==> src/rtl/s386_resp_capture.sv <==
`default_nettype none
// ============================================================================
// Module      : s386_resp_capture
// Description : Response capture stage for the s386 benchmark core. Samples
//               the 7-bit primary output vector on strobe into a FIFO for a
//               ready/valid consumer, compacts every sample into a MISR
//               signature, counts samples (saturating) and flags drops.
// Revision    : 1.0 - initial release
// ============================================================================
module s386_resp_capture #(
  parameter int          DEPTH = 8,
  parameter int          SIG_W = 16,
  parameter logic [31:0] POLY  = 32'h0000_100B
) (
  input  logic             CK,
  input  logic             RN,
  input  logic             clr,
  input  logic             en,
  input  logic [6:0]       din,
  output logic             out_valid,
  input  logic             out_ready,
  output logic [6:0]       out_data,
  output logic             full,
  output logic             empty,
  output logic [SIG_W-1:0] sig,
  output logic [15:0]      cnt,
  output logic             ovf
);

  localparam int            AW        = $clog2(DEPTH);
  localparam logic [AW:0]   C_PTR_ONE = {{AW{1'b0}}, 1'b1};
  localparam logic [SIG_W-1:0] C_POLY = POLY[SIG_W-1:0];
  localparam logic [15:0]   C_CNT_MAX = 16'hFFFF;

  // Pointers carry one extra wrap bit so full and empty can be told apart.
  logic [AW:0]      r_wr_ptr;
  logic [AW:0]      r_rd_ptr;
  logic [6:0]       r_mem [DEPTH];
  logic [SIG_W-1:0] r_sig;
  logic [15:0]      r_cnt;
  logic             r_ovf;

  logic             w_full;
  logic             w_empty;
  logic             w_pop;
  logic             w_push;
  logic [SIG_W-1:0] w_sig_next;

  // Occupancy flags and handshake qualifiers, all from registered pointers.
  always_comb begin
    w_empty = (r_wr_ptr == r_rd_ptr);
    w_full  = (r_wr_ptr[AW-1:0] == r_rd_ptr[AW-1:0]) &&
              (r_wr_ptr[AW] != r_rd_ptr[AW]);
    w_pop   = !w_empty && out_ready;
    // A pop in the same cycle frees the slot, so a full FIFO can still accept.
    w_push  = en && (!w_full || w_pop);
  end

  // Next MISR value: shift left, fold back the polynomial on carry-out, xor sample in.
  always_comb begin
    w_sig_next = {r_sig[SIG_W-2:0], 1'b0}
               ^ (r_sig[SIG_W-1] ? C_POLY : '0)
               ^ {{(SIG_W-7){1'b0}}, din};
  end

  // Sample storage is not reset; only the pointers define valid contents.
  always_ff @(posedge CK) begin
    if (RN && !clr && w_push) begin
      r_mem[r_wr_ptr[AW-1:0]] <= din;
    end
  end

  // Pointers, signature, count and sticky overflow; clr mirrors reset and
  // swallows any concurrent sample or pop.
  always_ff @(posedge CK or negedge RN) begin
    if (!RN) begin
      r_wr_ptr <= '0;
      r_rd_ptr <= '0;
      r_sig    <= '0;
      r_cnt    <= '0;
      r_ovf    <= 1'b0;
    end else if (clr) begin
      r_wr_ptr <= '0;
      r_rd_ptr <= '0;
      r_sig    <= '0;
      r_cnt    <= '0;
      r_ovf    <= 1'b0;
    end else begin
      if (w_push) begin
        r_wr_ptr <= r_wr_ptr + C_PTR_ONE;
      end
      if (w_pop) begin
        r_rd_ptr <= r_rd_ptr + C_PTR_ONE;
      end
      if (en) begin
        r_sig <= w_sig_next;
        if (r_cnt != C_CNT_MAX) begin
          r_cnt <= r_cnt + 16'd1;
        end
        // Strobe arrived but no slot was available: remember the drop.
        if (!w_push) begin
          r_ovf <= 1'b1;
        end
      end
    end
  end

  // Output mapping; head of FIFO is read straight from storage.
  always_comb begin
    out_valid = !w_empty;
    empty     = w_empty;
    full      = w_full;
    out_data  = r_mem[r_rd_ptr[AW-1:0]];
    sig       = r_sig;
    cnt       = r_cnt;
    ovf       = r_ovf;
  end

endmodule
`default_nettype wire

==> config.mk <==
export PLATFORM = sky130hd
export DESIGN_NAME = s386_resp_capture
export DESIGN_NICKNAME = d
export VERILOG_FILES = /design/src/rtl/s386_resp_capture.sv
export SDC_FILE = /design/constraint.sdc
export NUM_CORES = 1
export LEC_CHECK = 0
export ABC_AREA = 1
export BUFFER_PORTS_ARGS = -buffer_cell sky130_fd_sc_hd__buf_4
export CAP_MARGIN = 15
export CORE_MARGIN = 10
export CORE_UTILIZATION = 33
export DETAILED_ROUTE_END_ITERATION = 16
export GPL_TIMING_DRIVEN = 0
export PLACE_DENSITY = 0.55
export SYNTH_ARGS = -nofsm -noshare
export SYNTH_HDL_FRONTEND = slang
export SYNTH_SLANG_ARGS = --single-unit
export TNS_END_PERCENT = 50
==> constraint.sdc <==
create_clock -name CK -period 5.69 [get_ports CK]
set_clock_uncertainty 0.2 [all_clocks]
set_input_delay 0.569 -clock CK [delete_from_list [all_inputs] [get_ports CK]]
set_output_delay 0.569 -clock CK [all_outputs]
set_load 0.005 [all_outputs]
==> flow_summary_export.csv, run 1 <==
group,metric,value,unit
global_routing,antenna_found_initial,0,
global_routing,grt_pass1_vias,3473,
route,viasPerCell,4.66,
worst_setup_path,crit_required,4.92,ns
placed_design,port_buffers,52,
status,status,"finished, final reports clean",
worst_setup_path,cp_data_arrival_time,2.13,ns
worst_setup_path,critical-path-slowest-cell,"clkbuf_1",
pwr,pwr-share-comb,22.2,%
sta,timing.final.crit_share,51.0,%
synthesis,synth_area_leaders,"edfxtp_1 37%, dfrtp_1 23%, nand2_1 10%, nor2_1 5.8%, o21ai_0 5.5%",
pwr,internal_power,1.22,mW
floorplanning,core,13300,um^2
sta,slew_viol_final,0,
clock_network,clock_latency,0.34,ns
global_routing,overflow,0,
finish,drive_gt1_share,15.3,%
route,drt_iter0_markers,189,
route,totalWireLength,10.7,mm
worst_setup_path,setup.worst_path.class,"reg -> out",
sta,setup_ws,2.79,ns
placed_design,dp_cells,709,
synthesis,synthCells,481,
worst_setup_path,path_delay_family,"buffers and inverters",
route,dr.max_layer_used,"met4",
sta,period_needed,2.90,ns
placed_design,placed_area,5100,um^2
synthesis,yosys.area.top_type,"edfxtp_1",
route,first_pass_iters,4,
sta,clock.fmax,0.345,GHz
worst_setup_path,crit_chain,"buf_2, clkbuf_1, o21ai_0, o21ai_0, a21oi_1, a31oi_1, buf_4",
global_routing,grt_start_max_net_pins,43,
synthesis,ys_types,26,
worst_setup_path,crit_fanout,10,
synthesis,synth_seq_cells,97,
clock_network,clk_pin_slew,0.07,ns
finish,final_cells,725,
worst_setup_path,cpMostUsedCell,"o21ai_0",
synthesis,netlist.area_leader.share,37.4,%
clock_network,clock-sinks,97,
finish,most-common-layout-cells,"123 x nand2_1, 69 x nor2_1, 56 x edfxtp_1",
worst_setup_path,setup.worst_path.end_class,"output port",
sta,relSlewSlack,50.5,%
global_routing,grt_pass1_wl,17.7,mm
floorplanning,rows,42,
clock_network,post_cts_buffers,0,
clock_network,cts_root_buf,"clkbuf_16",
route,wl_met3,686,um
synthesis,synth_edf_count,56,
floorplanning,start_util,33.8,%
clock_network,ctsResizeCount,0,
placed_design,dp_slack,3.02,ns
finish,syn_to_final_growth,19.8,%
clock_network,h-tree-depth,3,
placed_design,hpwl,7.76,mm
placed_design,place_congestion,0.817,
pwr,power_frac_seq,44.6,%
route,wl_met2,4.96,mm
pwr,power.total,1.75,mW
floorplanning,fp.dieW,137,um
synthesis,async_reset_ff_share,42.3,%
pwr,p_leak,2.21,nW
flow_run,drv_cap,0,
sta,tightest_slew,0.740,ns
sta,tns,0,ns
finish,nNetsFinal,559,
pwr,power.clock.fraction,33.2,%
sta,hold_violations,0,
finish,final_common_cell,"nand2_1",
pwr,power.density,325,nW/um^2
synthesis,syn_avg_cell_area,9.34,um^2
worst_setup_path,crit_path_start_kind,"flip-flop",
sta,rsz0062_at_grt,"false",
pwr,switching_share,30.2,%
route,num_vias,3382,
route,wl_met1,4.95,mm
synthesis,syn_nets,496,
pwr,vdd_drop_max,0.159,mV
synthesis,synth_flop_cell,"edfxtp_1",
finish,diodes,0,
global_routing,gr-usage-all-layers,11.9,%
worst_setup_path,critPathBufInv,3,
clock_network,cts_buffer_depth,2,
finish,design_area,5380,um^2
route,ant_nets,0,
finish,fillers,1300,
clock_network,cts_tree,"done",
pwr,power_switching,528,uW
clock_network,ctsHoldBuffers,0,
floorplanning,pin_count,55,
synthesis,ys_warn_count,0,
route,drc,0,
hold_path,hp-class,"in -> async",
route,route.detailed.wl_per_inst,14.7,um
synthesis,netlist_area,4490,um^2
floorplanning,die_y,137,um
sta,setup_violations,0,
synthesis,yosysSeqAreaShare,60.3,%
worst_setup_path,slowest_delay,0.46,ns
clock_network,cts_buffers,9,
floorplanning,dieArea,18700,um^2
layout make-up:
cell class	instances	area [um^2]	share of cell area, %
clock buffer	10	229	4.25
timing repair buffer	52	390	7.25
multi-input combinational	329	1550	28.8
tap	176	220	4.09
sequential	97	2710	50.3
inverter	34	128	2.37
clock inverter	6	51.3	0.953
buffer	21	109	2.02
layer usage:
| metal | vias to the layer above | global-route usage, % |
|---|---|---|
| li1 | 1728 | - |
| met1 | 1588 | 15.3 |
| met2 | 58 | 18.5 |
| met3 | 8 | 4.18 |
| met4 | 0 | 3.08 |
| met5 | - | 0 |
sequential cells by signal (all words and copies together), names as in the netlist:
signal    flops
sig          16
r_rd_ptr      4
r_mem        56
r_wr_ptr      4
cnt          16
ovf           1
synth_stat cells, types with 3 or more instances:
master,count
nor2_1,69
o21ai_0,49
buf_2,6
ha_1,3
inv_1,31
dfrtp_1,41
clkbuf_1,12
o22ai_1,8
a31oi_1,7
nand3_1,25
nand4_1,9
a21oi_1,8
xnor2_1,9
xor2_1,10
edfxtp_1,56
inv_2,3
nand2_1,123
cells by family (layout without fill, tap and decap cells):
family / count (synthesis) / count (layout) / share of synthesized area [%]
AND/OR/NAND/NOR: 233 / 233 / 21.2
flip-flops: 97 / 97 / 60.3
AO/OA/AOI/OAI: 74 / 74 / 8.77
buffers and inverters: 55 / 123 / 5.26
XOR/XNOR: 19 / 19 / 3.70
adder cells (fa/ha/maj): 3 / 3 / 0.836
power by group through the flow:
stage          Combinational, mW  Clock (mW)  Sequential, mW
3_5_place_dp               0.398           0           0.795
6_report                   0.388       0.581           0.780
5_1_grt                    0.444       0.627           0.783
3_3_place_gp               0.392           0           0.795
4_1_cts                    0.399       0.595           0.780
2_1_floorplan              0.221           0           0.792
stage by stage:
stage / hold slack, ns / utilization (%)
2_1_floorplan: 0.0734 / -
3_3_place_gp: 0.314 / 38.4
3_5_place_dp: 0.319 / 38.4
4_1_cts: 0.0370 / 40.5
5_1_grt: 0.0473 / 40.5
6_report: 0.0109 / 40.5
final timing paths:
check / depth (start not counted) / start / slack, ns / endpoint
max: 7 / r_rd_ptr[1] / 2.79 / out_data[4]
min: 1 / RN / 0.01 / cnt[1]
max reg2reg: 8 / r_wr_ptr[0] / 3.06 / r_mem[0][1]
min reg2reg: 2 / ovf / 0.32 / ovf
max in group asynchronous: 1 / RN / 4.89 / sig[4]
min in group CK: 1 / din[0] / 0.29 / r_mem[0][0]
Power figures use the tool's default switching activity.
==> run 2: changes to the inputs <==
Settings changed: ABC_AREA 1 to 0.
Clock period 5.69 ns to 2.9 ns, I/O delays scaled along.
==> run 2 against run 1 <==
Compared with the run above: hold slack improved by 0.0017 ns; sequential power rose by 96%; worst setup slack got worse by 2.6 ns; first-iteration DRC count rose by 9.5%; cell area rose by 4.7%; combinational power rose by 66%.
==> flow_summary_export.csv, run 2 <==
group,metric,value,unit
worst_setup_path,crit_required,2.41,ns
worst_setup_path,reg2reg_to,"r_mem[3][5]",
route,ant_nets,0,
route,first_pass_iters,4,
finish,syn_to_final_growth,22.4,%
finish,nNetsFinal,426,
route,num_vias,3084,
route,drt_iter0_markers,207,
global_routing,gr-usage-all-layers,11.7,%
pwr,internal_power,2.52,mW
pwr,power.clock.fraction,36.4,%
synthesis,synth_edf_count,56,
hold_path,hold_start,"din[2]",
synthesis,yosysSeqAreaShare,58.8,%
synthesis,ys_warn_count,0,
clock_network,cts_root_buf,"clkbuf_16",
status,status,"finished, final reports clean",
pwr,power.density,607,nW/um^2
synthesis,syn_nets,353,
global_routing,grt_pass1_vias,3208,
synthesis,async_reset_ff_share,42.3,%
hold_path,whs_path_depth,1,
sta,setup_violations,0,
clock_network,clk_pin_slew,0.07,ns
worst_setup_path,crit_path_start_kind,"flip-flop",
floorplanning,rows,43,
floorplanning,pin_count,55,
worst_setup_path,setup.worst_path.class,"reg -> out",
hold_path,hp-class,"in -> reg",
pwr,p_leak,2.20,nW
placed_design,hpwl,7.74,mm
finish,fillers,1323,
finish,design_area,5640,um^2
route,viasPerCell,5.17,
clock_network,h-tree-depth,3,
sta,clock.fmax,0.366,GHz
synthesis,netlist.area_leader.share,36.5,%
finish,postLayoutCoreUtil,40.9,%
global_routing,grt_start_max_net_pins,42,
synthesis,netlist_area,4610,um^2
finish,most-common-layout-cells,"56 x edfxtp_1, 55 x buf_4, 41 x dfrtp_1",
global_routing,grt_pass1_wl,18.0,mm
clock_network,clock_latency,0.35,ns
floorplanning,core,13800,um^2
floorplanning,dieArea,19100,um^2
synthesis,synthCells,338,
synthesis,synth_commonest_cells,"56 x edfxtp_1, 41 x dfrtp_1, 28 x nor2_1",
synthesis,yosysMostFrequentCell,"edfxtp_1",
finish,final_common_cell,"edfxtp_1",
sta,tns,0,ns
route,totalWireLength,11.0,mm
placed_design,dp_slack,-0.0521,ns
floorplanning,start_util,33.5,%
pwr,vdd_drop_max,0.263,mV
worst_setup_path,rr_worst_depth,5,
clock_network,cts_buffer_depth,2,
pwr,switching_share,26.4,%
hold_path,whs_endpoint,"r_mem[3][2]",
sta,setup_ws,0.171,ns
finish,final_cells,596,
floorplanning,die_y,138,um
placed_design,placed_area,5270,um^2
sta,tightest_slew,1.09,ns
sta,rsz0062_at_grt,"false",
synthesis,ys_types,55,
worst_setup_path,setup.worst_path.end_class,"output port",
worst_setup_path,crit_fanout,10,
synthesis,synth_seq_cells,97,
synthesis,yosys.area.top_type,"edfxtp_1",
sta,worst_hold_slack,0.0125,ns
worst_setup_path,cp_data_arrival_time,2.24,ns
synthesis,syn_avg_cell_area,13.6,um^2
placed_design,port_buffers,53,
clock_network,cts_buffers,9,
worst_setup_path,r2r_slack,0.37,ns
pwr,power_switching,905,uW
finish,largest_reg_flops,56,
route,drc,0,
pwr,power.total,3.42,mW
finish,drive_gt1_share,31.5,%
placed_design,place_congestion,0.783,
flow_run,drv_cap,0,
synthesis,synth_flop_cell,"edfxtp_1",
floorplanning,fp.dieW,138,um
sta,relSlewSlack,26.6,%
pwr,pwr-share-comb,18.8,%
sta,hold_violations,0,
clock_network,post_cts_buffers,0,
worst_setup_path,timing.rr.start,"r_rd_ptr[1]",
clock_network,cts_tree,"done",
placed_design,dp_cells,575,
route,route.detailed.wl_per_inst,18.5,um
sta,timing.final.crit_share,94.1,%
sta,slew_viol_final,0,
sta,period_needed,2.73,ns
synthesis,synth_area_leaders,"edfxtp_1 36%, dfrtp_1 22%, mux4_2 6.8%, mux2_2 3.2%, xnor2_1 2.7%",
pwr,power_frac_seq,44.8,%
clock_network,clock-sinks,97,
finish,diodes,0,
global_routing,overflow,0,
global_routing,antenna_found_initial,0,
-- run 2: cell count changes after synthesis, moves of 6 or more --
cell | previous run | this run
a211oi_1 | 0 | 7
clkbuf_1 | 12 | 6
inv_1 | 31 | 7
mux2_2 | 0 | 13
mux2i_1 | 0 | 12
mux4_2 | 0 | 14
nand2_1 | 123 | 11
nand3_1 | 25 | 10
nor2_1 | 69 | 28
nor3_1 | 1 | 10
o21ai_0 | 49 | 3
o22ai_1 | 8 | 0
xor2_1 | 10 | 4
-- run 2: layout make-up --
type / count / area (um^2) / area share [%]
clock buffers: 9 / 225 / 3.99
plain buffers: 20 / 96.3 / 1.71
multi-input cells: 212 / 1780 / 31.6
well taps: 180 / 225 / 3.99
repair buffers: 62 / 485 / 8.61
clock inverters: 7 / 81.3 / 1.44
inverters: 9 / 33.8 / 0.599
flip-flops and latches: 97 / 2710 / 48.0
-- run 2: worst max-delay path, stage by stage (launching register included) --
cell     delay (ns)
dfrtp_1        0.36
buf_6          0.18
buf_2          0.36
mux4_2         0.58
mux2_2         0.28
buf_4          0.13
-- run 2: power groups by stage --
stage	Combinational (mW)	Sequential [mW]	Clock, mW
2_1_floorplan	0.407	1.56	0
3_3_place_gp	0.642	1.56	0
3_5_place_dp	0.652	1.56	0
4_1_cts	0.667	1.54	1.27
5_1_grt	0.719	1.54	1.34
6_report	0.644	1.53	1.24
-- run 2: cell families after synthesis --
logic type               count (synthesis)  share of synthesized area, %
AO/OA/AOI/OAI                           44                          7.36
XOR/XNOR                                19                          3.77
adder cells (fa/ha/maj)                  3                         0.815
buffers and inverters                   29                          2.80
flip-flops                              97                          58.8
multiplexers                            39                          12.6
AND/OR/NAND/NOR                        107                          13.9
-- run 2: worst max path at each step --
stage / start / to / cells past startpoint
final: r_rd_ptr[0] / out_data[2] / 5
after global routing: r_rd_ptr[0] / out_data[2] / 5
after CTS: r_rd_ptr[0] / out_data[2] / 5
after detailed placement: clr / r_mem[1][5] / 5
after global placement: en / r_mem[4][5] / 5
after floorplan: clr / r_mem[0][0] / 5
-- run 2: repair_timing --
action | 4_1_cts | 5_1_grt
endpoints found under the setup margin | 1 | 0
hold buffers | 4 | 0
gates resized for setup | 1 | 0
endpoints found under the hold margin | 54 | 0
-- run 2: layer usage --
metal  track usage (%)  share of wire, %  wire [um]
met3              3.94               5.0        553
met2              19.1                50       5530
met4              3.55               1.0        114
met1              14.3                44       4830
met5                 0                 0          0
